<file path="config.mk">
export PLATFORM = sky130hd
export DESIGN_NAME = fetch_unit
export DESIGN_NICKNAME = d
export VERILOG_FILES = /design/src/rtl/fetch_unit_pkg.sv /design/src/rtl/fetch_pc.sv /design/src/rtl/fetch_unit.sv
export SDC_FILE = /design/constraint.sdc
export NUM_CORES = 1
export LEC_CHECK = 0
export ABC_CLOCK_PERIOD_IN_PS = 3300
export CAP_MARGIN = 20
export CORE_ASPECT_RATIO = 1.75
export CORE_UTILIZATION = 45
export DETAILED_ROUTE_END_ITERATION = 16
export HOLD_SLACK_MARGIN = 0.02
export PLACE_DENSITY = 0.83
export SLEW_MARGIN = 15
export SYNTH_ARGS = -nofsm -noshare
export SYNTH_HDL_FRONTEND = slang
export SYNTH_SLANG_ARGS = --single-unit
</file>
<file path="constraint.sdc">
create_clock -name clk -period 3.3 [get_ports clk]
set_input_delay 0.99 -clock clk [delete_from_list [all_inputs] [get_ports clk]]
set_output_delay 0.99 -clock clk [all_outputs]
set_load 0.005 [all_outputs]
</file>
<file path="src/rtl/fetch_unit_pkg.sv">
// fetch_unit_pkg: shared LC-3b fetch types, constants and alignment helper
package fetch_unit_pkg;
  typedef logic [15:0] lc3b_word;
  localparam lc3b_word LC3B_INSTR_BYTES = 16'd2;
  typedef enum logic {FETCH, HOLD} fetch_state_t;
  typedef enum logic [1:0] {PC_INC, PC_TGT, PC_PEND} pc_sel_t;
  function automatic lc3b_word align(input lc3b_word a);
    return a & 16'hFFFE;
  endfunction
endpackage

</file>
<file path="src/rtl/fetch_pc.sv">
// fetch_pc: program counter with sequential / redirect / pending-redirect select, always halfword aligned
module fetch_pc import fetch_unit_pkg::*; #(
  parameter lc3b_word RESET_PC = 16'h0000
) (
  input  logic     clk,
  input  logic     reset,
  input  logic     ld,
  input  pc_sel_t  sel,
  input  lc3b_word target,
  input  lc3b_word pend_pc,
  output lc3b_word pc
);
  lc3b_word nxt_pc;
  // choose the next fetch address; pc+2 wraps modulo 2^16
  always_comb nxt_pc = sel == PC_TGT ? target : sel == PC_PEND ? pend_pc : pc + LC3B_INSTR_BYTES;
  // pc register, bit 0 cleared on every load
  always_ff @(posedge clk)
    if (reset) pc <= align(RESET_PC);
    else if (ld) pc <= align(nxt_pc);
endmodule

</file>
<file path="src/rtl/fetch_unit.sv">
// fetch_unit: LC-3b fetch stage; optional HOLD stall counter under FETCH_STALL_CNT_EN
module fetch_unit import fetch_unit_pkg::*; #(
  parameter lc3b_word RESET_PC = 16'h0000
) (
  input  logic     clk,
  input  logic     reset,
  output logic     mem_read,
  output lc3b_word mem_address,
  input  logic     mem_resp,
  input  lc3b_word mem_rdata,
  input  logic     decode_ready,
  output logic     instr_valid,
  output logic     ir_load,
  output lc3b_word instr,
  output lc3b_word instr_pc,
  output lc3b_word pc_plus2,
  input  logic     redirect,
  input  lc3b_word redirect_target
`ifdef FETCH_STALL_CNT_EN
  ,
  output lc3b_word stall_count
`endif
);
  fetch_state_t state, state_nxt;
  pc_sel_t pc_sel;
  logic armed, pend, resp, take, pc_ld;
  lc3b_word pc, pend_pc, tgt;
  // armed is low for the first cycle after reset so a response to a read abandoned by reset is ignored
  assign resp = mem_resp & armed & (state == FETCH);
  assign take = resp & ~pend & ~redirect;
  assign tgt = align(redirect_target);
  assign mem_address = pc;
  assign pc_plus2 = instr_pc + LC3B_INSTR_BYTES;
  fetch_pc #(.RESET_PC(RESET_PC)) u_pc (
    .clk(clk), .reset(reset), .ld(pc_ld), .sel(pc_sel),
    .target(tgt), .pend_pc(pend_pc), .pc(pc)
  );
  // state register
  always_ff @(posedge clk)
    if (reset) state <= FETCH;
    else state <= state_nxt;
  // next state: a redirect or consume leaves HOLD; only an accepted response enters it
  always_comb
    state_nxt = state == HOLD ? ((redirect | decode_ready) ? FETCH : HOLD) : (take ? HOLD : FETCH);
  // outputs and pc control; redirect outranks everything else
  always_comb begin
    mem_read = ~reset & (state == FETCH);
    instr_valid = ~reset & (state == HOLD);
    ir_load = instr_valid & decode_ready & ~redirect;
    pc_ld = redirect ? (state == HOLD) | resp : resp;
    pc_sel = redirect ? PC_TGT : pend ? PC_PEND : PC_INC;
  end
  // captured instruction plus the deferred-redirect bookkeeping for reads that must run to completion
  always_ff @(posedge clk) begin
    armed <= ~reset;
    if (reset) begin
      pend <= 1'b0;
      instr <= '0;
      instr_pc <= '0;
    end else begin
      if (take) begin
        instr <= mem_rdata;
        instr_pc <= pc;
      end
      if (resp) pend <= 1'b0;
      else if (redirect && state == FETCH) begin
        pend <= 1'b1;
        pend_pc <= tgt;
      end
    end
  end
`ifdef FETCH_STALL_CNT_EN
  // saturating count of cycles an instruction waits on decode
  always_ff @(posedge clk)
    if (reset) stall_count <= '0;
    else if (instr_valid && !decode_ready && !redirect && stall_count != 16'hFFFF) stall_count <= stall_count + 16'd1;
`endif
endmodule

</file>
==> impl_metrics.env <==
export IMPL_hold_viol=0
export IMPL_drive_above_1_share_pct=7.57
export IMPL_cts_repair_resized=0
export IMPL_gp_congestion=0.788
export IMPL_r2r_start="u_pc.pc[1]"
export IMPL_dr_max_layer_used="met4"
export IMPL_path_buf_inv=2
export IMPL_min_from="instr[10]"
export IMPL_num_vias=2822
export IMPL_wl_met2_um=4280
export IMPL_cpPeakStageDelay_ns=0.50
export IMPL_grt_overflow=0
export IMPL_fin_tns_setup_ns=0
export IMPL_cts_buffers=9
export IMPL_clkSlewWorstSetupHoldPaths_ns=0.05
export IMPL_syn2layout_area_growth_pct=44.4
export IMPL_antenna_found_initial=0
export IMPL_setup_violations=0
export IMPL_final_nets=485
export IMPL_p_leak_nw=1.52
export IMPL_drtPass1Iterations=5
export IMPL_worstPathArrival_ns=2.26
export IMPL_crit_required_ns=2.31
export IMPL_endpoint_kind="output pin"
export IMPL_die_h_um=110
export IMPL_async_flop_share_pct=0
export IMPL_clockBufferDepth=2
export IMPL_drtIter0Drc=166
export IMPL_synth_cell_type_count=56
export IMPL_clock_skew_ns=0.00453
export IMPL_hold_buffers=0
export IMPL_die_area_mm2=0.00700
export IMPL_min_path_type="reg2reg"
export IMPL_dominantRegCellSynth="dfxtp_1"
export IMPL_coreArea_mm2=0.00649
export IMPL_cts_root_buffer="clkbuf_16"
export IMPL_grtUsageTotal_pct=22.6
export IMPL_grt_max_degree=48
export IMPL_clk_latency_ns=0.32
export IMPL_m1WireLength_um=2910
export IMPL_wl_um=7710
export IMPL_die_width_um=63.7
export IMPL_post_cts_repair_setup_buffers=0
export IMPL_slew_violations=0
export IMPL_ys_ff_latch=64
export IMPL_yosys_area_top_type_share_pct=32.8
export IMPL_first_global_vias=2593
export IMPL_syn_cell_area_mm2=0.00299
export IMPL_critPathTopFamily="buffers and inverters"
export IMPL_layout_setup_ws_ns=0.0501
export IMPL_initial_core_util_pct=46.1
export IMPL_timing_fmax_mhz=308
export IMPL_crit_slowest_cell="clkdlybuf4s50_1"
export IMPL_min_to="instr[10]"
export IMPL_ios=104
export IMPL_synth_edff_count=15
export IMPL_dpl_hpwl_um=5520
export IMPL_cp_cell_sequence="clkdlybuf4s50_1, nor2_2, and3_1, clkdlybuf4s50_1"
export IMPL_ant_nets=0
export IMPL_status="finished, final reports clean"
export IMPL_crit_type="in2out"
export IMPL_rrSetupSlack_ns=1.60
export IMPL_critPathLaunchType="input port"
export IMPL_peakVddDrop_mv=0.352
export IMPL_fin_crit_ns=3.25
export IMPL_viasPerCell=5.31
export IMPL_syn_inst=346
export IMPL_maxCapViolCount=0
export IMPL_synth_area_top_cells="dfxtp_1 33%, edfxtp_1 15%, nand2_1 11%, a21oi_1 7.2%, xnor2_1 2.6%"
export IMPL_cpMostUsedCell="clkdlybuf4s50_1"
export IMPL_syn_area_per_cell_um2=8.65
export IMPL_pre_cts_ws_ns=0.0655
export IMPL_ys_seq_area_share_pct=47.8
export IMPL_powerDensity_mw_per_mm2=438
export IMPL_hold_path_depth=2
export IMPL_synth_top_area_cell="dfxtp_1"
export IMPL_clock_sink_count=64
export IMPL_wl_met3_um=395
export IMPL_cts_tree="yes"
export IMPL_yosysWarnings=0
export IMPL_rows=39
export IMPL_rr_worst_depth=5
export IMPL_htreeDepth=3
export IMPL_wl_per_cell_um=14.5
export IMPL_rsz0062_at_grt="false"
export IMPL_grt_pass1_wl_um=12100
export IMPL_path_max_fanout=3
export IMPL_drc_errors=0
export IMPL_min_period_over_period_pct=98.5
export IMPL_reg2reg_to="u_pc.pc[15]"
export IMPL_num_antenna_cells=0
export IMPL_io_buffers=99
cell usage after synthesis, types with 3 or more instances:
| cell type | n |
|---|---|
| xor2_1 | 5 |
| buf_4 | 3 |
| edfxtp_1 | 15 |
| and3_1 | 6 |
| mux2i_1 | 6 |
| nand3_1 | 8 |
| or3_1 | 3 |
| nand2_1 | 91 |
| a22oi_1 | 3 |
| clkbuf_1 | 6 |
| buf_2 | 13 |
| a211oi_1 | 4 |
| nand4_1 | 3 |
| xnor2_1 | 9 |
| nand2b_1 | 3 |
| inv_1 | 5 |
| a21oi_1 | 43 |
| a31oi_1 | 4 |
| dfxtp_1 | 49 |
| o21a_1 | 3 |
| nor2_1 | 13 |
| o211ai_1 | 5 |
| o21ai_0 | 5 |
per-layer routing:
layer | vias to the layer above | GRT usage [%]
met5 | - | 0
li1 | 1408 | -
met2 | 121 | 40.8
met4 | 0 | 11.2
met3 | 12 | 5.50
met1 | 1281 | 24.2
cells in the final DEF (no fill, tap or decap), types with 2 or more instances in the layout:
cell and instances:
nand4_1 3, o221ai_1 2, nor2_1 10, xor2_1 5
a22o_1 2, o21ai_0 5, a311oi_1 2, and4_1 2
nand3b_1 2, conb_1 3, nor4_1 2, dfxtp_1 49
clkbuf_1 3, buf_4 10, clkdlybuf4s50_1 99, o21a_1 3
and3_1 6, nand2_1 91, xnor2_1 9, a22oi_1 3
inv_1 5, a31oi_1 4, a21oi_1 43, mux2i_1 6
nor2_2 4, a211oi_1 4, o211ai_1 5, or3_1 3
nand2b_1 3, nand3_1 8, o22ai_1 2, ha_1 2
edfxtp_1 15, clkbuf_16 9
layout make-up:
type / count / area, µm²
fill: 549 / 2170
multi-input combinational: 256 / 1450
sequential: 64 / 1430
timing repair buffer: 109 / 1070
clock buffer: 13 / 250
tap: 82 / 103
inverter: 6 / 22.5
clock inverter: 1 / 5.00
worst max path at each step:
stage / cells past startpoint / startpoint / end
6_report: 4 / reset / ir_load
5_1_grt: 6 / instr_pc[1] / pc_plus2[15]
4_1_cts: 4 / reset / ir_load
3_5_place_dp: 4 / reset / ir_load
3_3_place_gp: 4 / reset / ir_load
2_1_floorplan: 4 / redirect / pend_pc[10]
through the flow:
step	utilization [%]	total power, mW	instances	hold WS (ns)	area (µm²)
5_1_grt	66.6	1.97	531	0.472	4320
4_1_cts	66.5	1.91	531	0.454	4320
6_report	66.6	1.90	531	0.451	4320
3_3_place_gp	62.6	1.08	517	0.441	4060
3_5_place_dp	62.6	1.09	517	0.447	4060
2_1_floorplan	-	0.970	348	0.453	3000
flip-flops by register name (all words and copies together), names as in the netlist:
name      cells
u_pc.pc      15
armed         1
pend          1
instr        16
state         1
instr_pc     15
pend_pc      15
cell families after synthesis:
logic type      synth area share, %
xor+xnor                       4.10
simple gates                   23.0
compound gates                 17.7
buf+inv                        4.43
flops                          47.8
other cells                   0.125
mux                            2.01
fa+ha+maj                     0.836
power by group:
part / switching [mW] / internal, mW / total [mW]
sequential: 0.0326 / 0.832 / 0.865
combinational: 0.0935 / 0.115 / 0.209
clock: 0.303 / 0.518 / 0.822
worst min-delay path, delay by kind of cell, from the launching register on:
family          cells  cell delay [ns]
compound gates      1             0.05
simple gates        1             0.05
flops               1             0.30
Note: power is estimated with default switching activity, not from simulation.
==> patch 1: new RTL, same flow settings <==
Add an input register stage for `redirect_target`, without a reset; this delays it by one clock. The other inputs are not delayed to match.
--- a/src/rtl/fetch_unit.sv
+++ b/src/rtl/fetch_unit.sv
@@ -21,6 +21,13 @@
   output lc3b_word stall_count
 `endif
 );
+
+  lc3b_word redirect_target_q;
+
+  always_ff @(posedge clk) begin
+    redirect_target_q <= redirect_target;
+  end
+
   fetch_state_t state, state_nxt;
   pc_sel_t pc_sel;
   logic armed, pend, resp, take, pc_ld;
@@ -28,7 +35,7 @@
   // armed is low for the first cycle after reset so a response to a read abandoned by reset is ignored
   assign resp = mem_resp & armed & (state == FETCH);
   assign take = resp & ~pend & ~redirect;
-  assign tgt = align(redirect_target);
+  assign tgt = align(redirect_target_q);
   assign mem_address = pc;
   assign pc_plus2 = instr_pc + LC3B_INSTR_BYTES;
   fetch_pc #(.RESET_PC(RESET_PC)) u_pc (
Behaviour: not the same (a bounded check fails within 4 cycles, from zero or initial values and one cycle with reset high).
==> patch 1 against the original RTL <==
Combinational power is 3% lower. Sequential cell count increased by 15. Area after synthesis up 10%. Synthesized cell count is 6.4% higher. Power increased by 20%. Cell area rose by 7.9%. Fmax rose by 0.49%. Setup slack better by 0.016 ns. Wire length rose by 4.7%. Highest routed layer unchanged.
==> patch 1: results (changes against the original RTL) <==
synth:
  synth_cell_type_count: 40  # was 56
  synthTopCellsByCount: "82 x nand2_1, 64 x dfxtp_1, 45 x a21oi_1"  # was 91 x nand2_1, 49 x dfxtp_1, 43 x a21oi_1
  synthTopCellsByArea: "dfxtp_1 39%, edfxtp_1 14%, nand2_1 9.3%, a21oi_1 6.8%, nand3_1 2.6%"  # was dfxtp_1 33%, edfxtp_1 15%, nand2_1 11%, a21oi_1 7.2%, xnor2_1 2.6%
  yosysSeqAreaShare: 0.525  # was 0.478
  ys_async_sr_fraction: 0  # unchanged
run_status:
  status: "completed"  # unchanged
routing:
  drt-initial-drc-count: 126  # was 166
  routedWlPerCell_um: 14.6  # was 14.5 µm
  first_pass_iters: 4  # was 5
  viasPerCell: 5.37  # was 5.31
critical_path:
  cp_max_fo: 2  # was 3
grt:
  antenna_found_initial: 0  # unchanged
  grt_max_degree: 49  # was 48
  track_usage: 0.222  # was 0.226
  grt_pass1_vias: 2720  # was 2,593
  grt_pass1_wl_mm: 12.7  # was 12.1 mm
hold_path:
  hold_path_class: "flip-flop to flip-flop"  # unchanged
placement:
  io_buffers: 99  # unchanged
  routabilityCongestion: 0.908  # was 0.788
  dp_hpwl_mm: 5.74  # was 5.52 mm
pwr:
  peakVddDrop_uv: 398  # was 352 µV
  p_leak_nw: 1.62  # was 1.52 nW
  power.share.switching: 0.211  # was 0.227
layout:
  syn_to_final_growth_pct: 41.4  # was 44.4%
  fill_cells: 603  # was 549
  drive_above_1_share: 0.0642  # was 0.0757
  nNetsFinal: 501  # was 485
clocking:
  clk_pin_slew_worst_paths_ns: 0.05  # about the same
timing:
  fin_worst_skew_ns: 0.00673  # was 0.00453 ns
-- patch 1: path summary, 6_finish.rpt --
| check | from | to | slack, ns | cells after the start |
|---|---|---|---|---|
| worst min-delay path | redirect_target_q[3]$_DFF_P_ | pend_pc[3]$_DFFE_PP_ | 0.43 | 0 |
| worst max register to register | u_pc.pc[1]$_SDFFE_PP0P_ | u_pc.pc[11]$_SDFFE_PP0P_ | 1.27 | 5 |
| worst min register to register | redirect_target_q[3]$_DFF_P_ | pend_pc[3]$_DFFE_PP_ | 0.43 | 0 |
| worst max-delay path | redirect | ir_load | 0.07 | 3 |
-- patch 1: area by class of cell --
class | instances | area, µm² | area share
flip-flops and latches | 79 | 1730 | 0.371
well taps | 86 | 108 | 0.0231
inverters | 4 | 15.0 | 0.00322
clock inverters | 5 | 72.6 | 0.0156
clock buffers | 11 | 233 | 0.0499
repair buffers | 108 | 1050 | 0.226
multi-input cells | 260 | 1450 | 0.311
-- patch 1: stage by stage --
step                      std cells  area (µm²)  setup WS, ns  total power, mW
after global placement          537        4350        0.0382             1.28
after CTS                       553        4650        0.0326             2.29
after floorplan                 370        3310         0.618             1.17
after global routing            553        4660        0.0243             2.35
after detailed placement        537        4350        0.0662             1.28
final                           553        4660        0.0660             2.27
-- patch 1: kinds of logic (layout without fill, tap and decap cells) --
group           after synthesis  after routing  synth area share
compound gates               82             82             0.148
xor+xnor                     13             13            0.0345
fa+ha+maj                     2              2           0.00759
buf+inv                      31            128            0.0417
flops                        79             79             0.525
mux                           7              7            0.0216
other cells                   1              3           0.00114
simple gates                153            153             0.220
-- patch 1: power groups by stage --
stage | Clock [mW] | Sequential (mW) | Combinational (mW)
final | 1.01 | 1.06 | 0.202
after global routing | 1.07 | 1.07 | 0.220
after CTS | 1.03 | 1.06 | 0.203
after detailed placement | 0 | 1.08 | 0.201
after global placement | 0 | 1.08 | 0.197
after floorplan | 0 | 1.07 | 0.100
-- patch 1: layer usage --
metal,share of wire,track usage,vias up
met2,0.53,0.371,93
li1,-,-,1483
met1,0.40,0.248,1372
met3,0.040,0.0466,22
met5,0,0,-
met4,0.033,0.142,0
-- patch 1: worst max-delay path, cell delays in order --
cell	delay [ns]
clkdlybuf4s50_1	0.42
nor4b_1	0.29
clkdlybuf4s50_1	0.55
==> patch 2: new RTL, same settings <==
Without the edit above. The option `FETCH_STALL_CNT_EN` is turned on by a define.
--- a/src/rtl/fetch_unit.sv
+++ b/src/rtl/fetch_unit.sv
@@ -1,4 +1,6 @@
 // fetch_unit: LC-3b fetch stage; optional HOLD stall counter under FETCH_STALL_CNT_EN
+`define FETCH_STALL_CNT_EN
+
 module fetch_unit import fetch_unit_pkg::*; #(
   parameter lc3b_word RESET_PC = 16'h0000
 ) (
Function (old outputs only; new: stall_count): kept (equiv_simple and equiv_induct, registers matched by name and starting in step).
==> patch 2 against the original RTL <==
Wire length increased by 31%. Clock skew about the same. Sequential cell count increased by 16. Cell area increased by 26%. First-iteration DRC count increased by 28%. Via count increased by 35%. Area after synthesis increased by 28%. Setup slack got worse by 0.0052 ns. Power increased by 16%. Combinational power increased by 2%. Final cell count increased by 30%. Register-to-register slack got worse by 0.56 ns. Largest cell class unchanged.
==> patch 2: results (changes against the original RTL) <==
pwr:
  peakVddDrop_uv: 257  # was 352 µV
  power.share.switching: 0.223  # was 0.227
  p_seq_mw: 1.06  # was 865 µW
routing:
  drt-initial-drc-count: 213  # was 166
  routedWlPerCell_um: 14.6  # was 14.5 µm
placement:
  dp_cells: 673  # was 517
  routabilityCongestion: 0.828  # was 0.788
critical_path:
  cp_max_fo: 2  # was 3
  crit_path_start: "redirect"  # was reset
  ff2ff_setup_slack_ns: 1.04  # was 1.60 ns
grt:
  grt_max_degree: 35  # was 48
  gr-usage-met1: 0.250  # was 0.242
  grt_pass1_vias: 3620  # was 2,593
  track_usage: 0.233  # was 0.226
  grt_pass1_wl_mm: 16.6  # was 12.1 mm
layout:
  inv_count: 10  # was 6
  clk_share: 0.0526  # was 0.0590
  seq_share: 0.323  # was 0.331
  instances_no_fill: 689  # was 531
  multi_input_area_um2: 1960  # was 1450 µm²
  drive_above_1_share: 0.0679  # was 0.0757
hold_path:
  hp-start: "instr[3]$_SDFFE_PP0P_"  # was instr[10]$_SDFFE_PP0P_
clocking:
  cts.sinks: 80  # was 64
synth:
  synth_cell_type_count: 50  # was 56
  synthTopCellsByArea: "dfxtp_1 34%, edfxtp_1 12%, nand2_1 9.0%, a21oi_1 7.5%, nand3_1 2.9%"  # was dfxtp_1 33%, edfxtp_1 15%, nand2_1 11%, a21oi_1 7.2%, xnor2_1 2.6%
  postSynthCellCount: 455  # was 346
run_status:
  status: "completed"  # unchanged
patch 2: cell types whose count changed after synthesis, sizes merged, moves of 4 or more:
cell | unedited run | this run
a21oi | 44 | 58
buf | 16 | 6
clkbuf | 6 | 21
dfxtp | 49 | 65
inv | 6 | 10
nand3 | 9 | 23
nand4 | 4 | 10
nor2 | 14 | 18
nor3 | 3 | 10
nor4 | 2 | 13
o211ai | 5 | 1
o21ai | 6 | 13
o31ai | 0 | 6
or4 | 0 | 8
patch 2: metrics by stage:
step / hold WS (ns) / area (µm²) / setup WS, ns
after floorplan: 0.453 / 3850 / 0.523
after global placement: 0.442 / 5120 / 0.0502
after detailed placement: 0.448 / 5120 / -0.0520
after CTS: 0.455 / 5410 / 0.0242
after global routing: 0.473 / 5430 / 0.00605
final: 0.452 / 5430 / 0.0449
